===== src/rtl/usb_buff_pkg.sv =====
// Shared sizing constants and reader FSM state encoding for the USB buffer reader.
package usb_buff_pkg;

  localparam int USB_HALF_DEPTH = 128;
  localparam int USB_ADDR_W     = 8;
  localparam int USB_DATA_W     = 8;

  typedef enum logic [1:0] {
    ST_IDLE  = 2'd0,
    ST_XFER  = 2'd1,
    ST_DRAIN = 2'd2
  } rd_state_e;

endpackage


===== src/rtl/usb_skid_fifo.sv =====
// Two-entry holding FIFO between the buffer read port and the USB FIFO write port.
module usb_skid_fifo #(
  parameter int DATA_W = 8
) (
  input  logic              clk,
  input  logic              rst,
  input  logic              flush,
  input  logic              push,
  input  logic [DATA_W-1:0] push_data,
  input  logic              pop,
  output logic [DATA_W-1:0] head,
  output logic [1:0]        count,
  output logic              empty
);

  logic [DATA_W-1:0] mem_q [2];
  logic [DATA_W-1:0] mem_d [2];
  logic              wr_ptr_q, wr_ptr_d;
  logic              rd_ptr_q, rd_ptr_d;
  logic [1:0]        cnt_q, cnt_d;
  logic              do_push, do_pop;

  assign do_pop  = pop && (cnt_q != 2'd0);
  assign do_push = push && ((cnt_q != 2'd2) || do_pop);

  always_comb begin
    mem_d    = mem_q;
    wr_ptr_d = wr_ptr_q;
    rd_ptr_d = rd_ptr_q;
    cnt_d    = cnt_q + {1'b0, do_push} - {1'b0, do_pop};
    if (do_push) begin
      mem_d[wr_ptr_q] = push_data;
      wr_ptr_d        = ~wr_ptr_q;
    end
    if (do_pop) begin
      rd_ptr_d = ~rd_ptr_q;
    end
    if (flush) begin
      wr_ptr_d = 1'b0;
      rd_ptr_d = 1'b0;
      cnt_d    = '0;
    end
  end

  always_ff @(posedge clk or posedge rst) begin
    if (rst) begin
      mem_q[0] <= '0;
      mem_q[1] <= '0;
      wr_ptr_q <= 1'b0;
      rd_ptr_q <= 1'b0;
      cnt_q    <= '0;
    end else begin
      mem_q    <= mem_d;
      wr_ptr_q <= wr_ptr_d;
      rd_ptr_q <= rd_ptr_d;
      cnt_q    <= cnt_d;
    end
  end

  assign head  = mem_q[rd_ptr_q];
  assign count = cnt_q;
  assign empty = (cnt_q == 2'd0);

endmodule


===== src/rtl/usb_buff_reader.sv =====
// Streams one completed half of the ping-pong USB buffer into the USB FIFO,
// starting whenever the writer's half-select flag toggles.
module usb_buff_reader
  import usb_buff_pkg::*;
#(
  parameter int HALF_DEPTH = USB_HALF_DEPTH,
  parameter int ADDR_W     = USB_ADDR_W
) (
  input  logic                  CLK,
  input  logic                  RST,
  input  logic                  ENA,
  input  logic                  BUFFREADY_USBTRANS,
  output logic [ADDR_W-1:0]     RADDR_USBBUFF,
  output logic                  RCLK_USBBUFF,
  output logic                  RENA_USBBUFF,
  input  logic [USB_DATA_W-1:0] DATA_OUT_USBBUFF,
  input  logic                  USB_TXE_N,
  output logic [USB_DATA_W-1:0] USB_DATA,
  output logic                  USB_WR,
  output logic                  BUSY,
  output logic                  OVERRUN
);

  localparam int                CNT_W      = $clog2(HALF_DEPTH) + 1;
  localparam logic [CNT_W-1:0]  LAST_IDX   = CNT_W'(HALF_DEPTH - 1);
  localparam logic [ADDR_W-1:0] UPPER_BASE = ADDR_W'(HALF_DEPTH);

  rd_state_e         state_q, state_d;
  logic [ADDR_W-1:0] addr_q, addr_d;
  logic [CNT_W-1:0]  rd_cnt_q, rd_cnt_d;
  logic [CNT_W-1:0]  wr_cnt_q, wr_cnt_d;
  logic              flag_q, flag_d;
  logic              prev_q, prev_d;
  logic              inflight_q, inflight_d;
  logic              ovr_q, ovr_d;

  logic              toggle, issue, flush, last_acc, usb_wr;
  logic              fifo_empty, fifo_push;
  logic [1:0]        fifo_cnt;
  logic [2:0]        load;

  assign toggle   = flag_q ^ prev_q;
  assign usb_wr   = !fifo_empty && !USB_TXE_N;
  // The byte leaving this edge frees its slot, which keeps one read per cycle.
  assign load     = 3'(fifo_cnt) + 3'(inflight_q) - 3'(usb_wr);
  assign issue    = ENA && (state_q == ST_XFER) && (load < 3'd2);
  assign last_acc = (state_q == ST_DRAIN) && usb_wr && (wr_cnt_q == LAST_IDX);
  assign fifo_push = inflight_q && ENA;

  always_comb begin
    state_d    = state_q;
    addr_d     = addr_q;
    rd_cnt_d   = rd_cnt_q;
    wr_cnt_d   = wr_cnt_q;
    ovr_d      = ovr_q;
    flag_d     = BUFFREADY_USBTRANS;
    prev_d     = flag_q;
    inflight_d = issue;
    flush      = 1'b0;

    if (usb_wr) begin
      wr_cnt_d = wr_cnt_q + CNT_W'(1);
    end
    if (issue) begin
      rd_cnt_d = rd_cnt_q + CNT_W'(1);
      if (rd_cnt_q == LAST_IDX) begin
        state_d = ST_DRAIN;
      end else begin
        addr_d = addr_q + ADDR_W'(1);
      end
    end

    if (!ENA) begin
      state_d    = ST_IDLE;
      flush      = 1'b1;
      inflight_d = 1'b0;
    end else begin
      unique case (state_q)
        ST_IDLE: begin
          if (toggle) begin
            state_d  = ST_XFER;
            addr_d   = flag_q ? '0 : UPPER_BASE;
            rd_cnt_d = '0;
            wr_cnt_d = '0;
          end
        end
        ST_XFER: begin
          if (toggle) ovr_d = 1'b1;
        end
        ST_DRAIN: begin
          // A half completing on the final-byte edge is back-to-back, not an overrun.
          if (last_acc) begin
            if (toggle) begin
              state_d  = ST_XFER;
              addr_d   = flag_q ? '0 : UPPER_BASE;
              rd_cnt_d = '0;
              wr_cnt_d = '0;
            end else begin
              state_d = ST_IDLE;
            end
          end else if (toggle) begin
            ovr_d = 1'b1;
          end
        end
        default: state_d = ST_IDLE;
      endcase
    end
  end

  always_ff @(posedge CLK or posedge RST) begin
    if (RST) begin
      state_q    <= ST_IDLE;
      addr_q     <= '0;
      rd_cnt_q   <= '0;
      wr_cnt_q   <= '0;
      flag_q     <= 1'b0;
      prev_q     <= 1'b0;
      inflight_q <= 1'b0;
      ovr_q      <= 1'b0;
    end else begin
      state_q    <= state_d;
      addr_q     <= addr_d;
      rd_cnt_q   <= rd_cnt_d;
      wr_cnt_q   <= wr_cnt_d;
      flag_q     <= flag_d;
      prev_q     <= prev_d;
      inflight_q <= inflight_d;
      ovr_q      <= ovr_d;
    end
  end

  usb_skid_fifo #(
    .DATA_W(USB_DATA_W)
  ) u_fifo (
    .clk      (CLK),
    .rst      (RST),
    .flush    (flush),
    .push     (fifo_push),
    .push_data(DATA_OUT_USBBUFF),
    .pop      (usb_wr),
    .head     (USB_DATA),
    .count    (fifo_cnt),
    .empty    (fifo_empty)
  );

  assign RADDR_USBBUFF = addr_q;
  assign RENA_USBBUFF  = issue;
  assign RCLK_USBBUFF  = CLK & ENA;
  assign USB_WR        = usb_wr;
  assign BUSY          = (state_q != ST_IDLE);
  assign OVERRUN       = ovr_q;

endmodule


===== config.mk =====
export PLATFORM = sky130hd
export DESIGN_NAME = usb_buff_reader
export DESIGN_NICKNAME = d
export VERILOG_FILES = /design/src/rtl/usb_buff_pkg.sv /design/src/rtl/usb_skid_fifo.sv /design/src/rtl/usb_buff_reader.sv
export SDC_FILE = /design/constraint.sdc
export NUM_CORES = 1
export LEC_CHECK = 0
export CAP_MARGIN = 20
export CORE_MARGIN = 3
export CORE_UTILIZATION = 59
export CTS_BUF_LIST = sky130_fd_sc_hd__clkbuf_8 sky130_fd_sc_hd__clkbuf_16
export CTS_CLUSTER_SIZE = 30
export DETAILED_ROUTE_END_ITERATION = 10
export GPL_ROUTABILITY_DRIVEN = 1
export GPL_TIMING_DRIVEN = 0
export PLACE_DENSITY = 0.85
export SETUP_SLACK_MARGIN = 0.5
export SLEW_MARGIN = 20
export SYNTH_ARGS = -nofsm -noshare
export SYNTH_HDL_FRONTEND = slang
export SYNTH_HIERARCHICAL = 1
export SYNTH_SLANG_ARGS = --single-unit

===== constraint.sdc =====
create_clock -name CLK -period 7.3 [get_ports CLK]
set_clock_uncertainty 0.05 [all_clocks]
set_input_delay 1.46 -clock CLK [delete_from_list [all_inputs] [get_ports CLK]]
set_output_delay 1.46 -clock CLK [all_outputs]
set_load 0.02 [all_outputs]

Yosys cells after proc, flatten, opt, wreduce, memory -nomap -nowiden
Index checks and enable logic that the tools add are counted.
W data, S select, Z words.
Word-level totals
  logic and storage cells: 95
  register bits: 50
  input bits: 13
  output and inout port bits: 21
Cells by class
  equal/unequal tests: 8
  add/sub/neg operators: 7
  bitwise operators: 6
  reductions and logical operators: 18
  multiplexer cells: 39
  order comparisons: 4
Operators by type and width (count)
  $mux W8: 18
  $pmux W8 S2: 3
  $add A8 B1 Y8 const B: 3
  $bwmux W16: 1
  $eq A8 B7 Y1 const B: 2
  $mux W2: 6
  $logic_and A1 B1 Y1: 9
  $demux W8 S1: 1
  $mux W1: 8
  $pmux W2 S3: 1
  $reduce_bool A2 Y1: 3
  $ge A2 B2 Y1 const B: 2
  $logic_not A2 Y1: 2
  $ne A2 B1 Y1 const B: 2
  $ne A2 B2 Y1 const B: 2
  $not A1 Y2: 2
  $add A2 B1 Y3: 1
  $lt A3 B2 Y1 const B: 1
  $reduce_and A3 Y1: 1
  $sub A3 B1 Y3: 1
  $add A2 B1 Y2: 1
  $eq A2 B1 Y1 const B: 1
  $eq A2 B2 Y1 const B: 1
  $logic_not A1 Y1: 2
  other kinds (7): 8

Logic depth before layout (Yosys ltp)
  depth after elaboration: 11
  mapped depth: 10
  mapped depth without buffers: 10

Cells and area by module
Netlist, hierarchy kept.
By module, submodules not included
  usb_buff_reader: cells an instance 149, area an instance 1544.0 um^2, times used 1, sequential area each 750.7 um^2
  usb_skid_fifo: cells an instance 66, area an instance 989.7 um^2, times used 1, sequential area each 500.5 um^2

==> out/qor.yml <==
muxShareOfSynthArea: 0.1383
yosys-top-cells-area: "dfrtp_1, mux2_4, xor2_1"
timing.final.ws_setup_ns: 1.230
coreArea_um2: 4058
clock_latency_ns: 0.40
power_density_nw_per_um2: 247.1
async_flop_share: 1.000
post-place-ws_ns: 1.490
antenna_found_initial: 0
pin_count: 34
holdCritPathClass: "reg2reg"
cp_max_fo: 2
critPathMostFrequentCell: "clkbuf_8"
final_cell_area_um2: 3059
via_per_inst: 5.466
wl_per_cell_um: 15.40
cp_top_family: "buffers and inverters"
avgSynthCellArea_um2: 11.78
wl_mm: 4.758
p_sw_frac: 0.2848
tightestPinTransition_ns: 0.7458
synth_cells: 215
grt_pass1_wl_mm: 8.487
end_kind: "output port"
io_buffers: 33
ant_nets: 0
synth-compound-area-share: 0.05432
yosys.area_share.simple: 0.1684
cp-start-kind: "clock port"
synth_warnings: 6
synth_common_cells: "dfrtp_1, nor2_1, mux2_4, xor2_1, nand2_1"
grt_max_degree: 31
firstDrtPassIters: 4
setup_viol: 0
synth_top_cell_by_area: "dfrtp_1"
slew_violations: 0
slew_headroom: 0.5023
start_util: 0.6244
worst_path_max_delay_cell: "clkdlybuf4s50_1"
hold_viol: 0
yosysUniqueCellTypes: 43
synth_top_family_by_area: "simple AND/OR/NAND/NOR gates"
r2r_setup_slack_ns: 4.27
p_leak_nw: 1.410
fin_util: 0.7539
placed_cell_area_um2: 2927
power.switching_mw: 0.2153
dieArea_um2: 5117
p_total_mw: 0.7559
vdd_drop_max_v: 0.0001543
syn_to_final_growth_pct: 20.74
cts_tree: "built"
synthXorXnorAreaFrac: 0.08296
num-fill-cells: 278
vias: 1689
synth_area_um2: 2534
drive_gt1_frac: 0.1892
drt-initial-drc-count: 81
yosysMostFrequentCell: "dfrtp_1"
ys.flop_type: "dfrtp_1"
ys_seq_area_frac: 0.4938
die_w_um: 71.53
rows: 23
crit_type: "clk2out"
overflow: 0
p_seq_frac: 0.454
outcome: "finished, final reports clean"
postCtsSetupBuffers: 0
synth_top_cell_area_share: 0.4938
grt_pass1_vias: 1868
ctsHoldBuffers: 0
crit_buf_inv: 3
timing.setup.tns_ns: 0
crit_arrival_ns: 4.56
dp_hpwl_mm: 3.311
ys_ff_latch: 50
ctsResizeCount: 0
power_frac_comb: 0.261
max_cap_violations: 0
nets: 277
required_ns: 5.79
drc_errors: 0
synth_fp_nets: 234
crit_path_cell_trace: "clkbuf_8, clkbuf_8, and2_1, clkdlybuf4s50_1"
path_clk_slew_ns: 0.08
die_h_um: 71.53
synth-edff-count: 0
grt_use_total: 0.2117
rsz0062_at_grt: "false"
place.gp.congestion: 0.7803
max_stage_delay_ns: 0.54
internal_power_mw: 0.5406
antenna_cells: 0
clkPwrFrac: 0.285
synth_adder_area_share: 0.03259
==> registers in the layout (all words and copies together), names as in the netlist, 2 cells and up <==
| name | flops |
|---|---|
| RADDR_USBBUFF | 8 |
| state_q | 2 |
| u_fifo/count | 2 |
| u_fifo/mem_q | 16 |
| wr_cnt_q | 8 |
| rd_cnt_q | 8 |
==> worst register-to-register path: stages, from the launching register on <==
cell and delay [ns]:
dfrtp_1 0.48, nor2_1 0.24, nor2_1 0.18, nor2b_1 0.13, o21ai_0 0.10, fa_1 0.50
nand4b_1 0.28, a211oi_4 0.52, and4_1 0.27, xnor2_1 0.12, nor2_1 0.06
==> final timing paths <==
kind,to,startpoint,depth (start not counted)
setup / recovery,RCLK_USBBUFF,CLK,4
hold / removal,prev_q$_DFF_PP0_,flag_q$_DFF_PP0_,0
setup reg to reg,RADDR_USBBUFF[3]$_DFF_PP0_,u_fifo/count[1]$_DFF_PP0_,10
hold reg to reg,prev_q$_DFF_PP0_,flag_q$_DFF_PP0_,0
max in group asynchronous,u_fifo/mem_q[15]$_DFFE_PP0P_,RST,2
min in group asynchronous,RADDR_USBBUFF[5]$_DFF_PP0_,RST,2
==> logic make-up after synthesis <==
logic type               Yosys count
AO/OA/AOI/OAI                     15
XOR/XNOR                          24
adder cells (fa/ha/maj)            6
buffers and inverters             12
flip-flops                        50
multiplexers                      26
AND/OR/NAND/NOR                   82
==> power by group through the flow <==
| stage | Clock, mW | Sequential, mW | Combinational, mW |
|---|---|---|---|
| detailed placement | 0.0117 | 0.349 | 0.198 |
| CTS | 0.224 | 0.343 | 0.200 |
| global route | 0.234 | 0.349 | 0.213 |
| floorplan | 0.00622 | 0.349 | 0.118 |
| finish | 0.215 | 0.343 | 0.198 |
| global placement | 0.0117 | 0.344 | 0.194 |
==> layer usage <==
layer	vias up	share of wire	global-route usage
met5	-	0	0
met4	0	0.013	0.09812
met3	9	0.044	0.05470
met2	34	0.49	0.3459
met1	823	0.45	0.2637
li1	823	-	-
==> metrics by stage <==
step                      hold WS [ns]  cells
after floorplan                 0.3623    215
after global placement          0.3924    298
after detailed placement        0.4027    298
after CTS                       0.4223    309
after global routing            0.4693    309
final                           0.4365    309
==> layout make-up <==
| type | instances | area, um2 | share of cell area |
|---|---|---|---|
| timing repair buffer | 32 | 320.3 | 0.1047 |
| clock inverter | 2 | 8.758 | 0.002863 |
| multi-input combinational | 153 | 1207 | 0.3947 |
| tap | 50 | 62.56 | 0.02045 |
| inverter | 7 | 26.28 | 0.008589 |
| clock buffer | 10 | 133.9 | 0.04376 |
| buffer | 5 | 48.80 | 0.01595 |
| sequential | 50 | 1251 | 0.4090 |
==> cell usage in the layout, fill, tap and decap left out, types with 2 or more instances in the layout <==
cell type        count
o21ai_0              3
xnor2_1              8
nor2_1              33
ha_1                 5
or2_2                2
nand4_1              3
nand2_1             12
buf_6                4
and3_1               3
and4_1               4
clkbuf_8             9
xor2_1              16
nor3_1               3
and3b_1              2
mux2_4              16
clkdlybuf4s50_1     33
a21oi_1              2
and2_1               2
nor2b_1              3
mux2i_1              2
dfrtp_1             50
nand3_1              6
mux2_2               8
inv_1                7
Note: power is estimated with default switching activity, not from simulation.
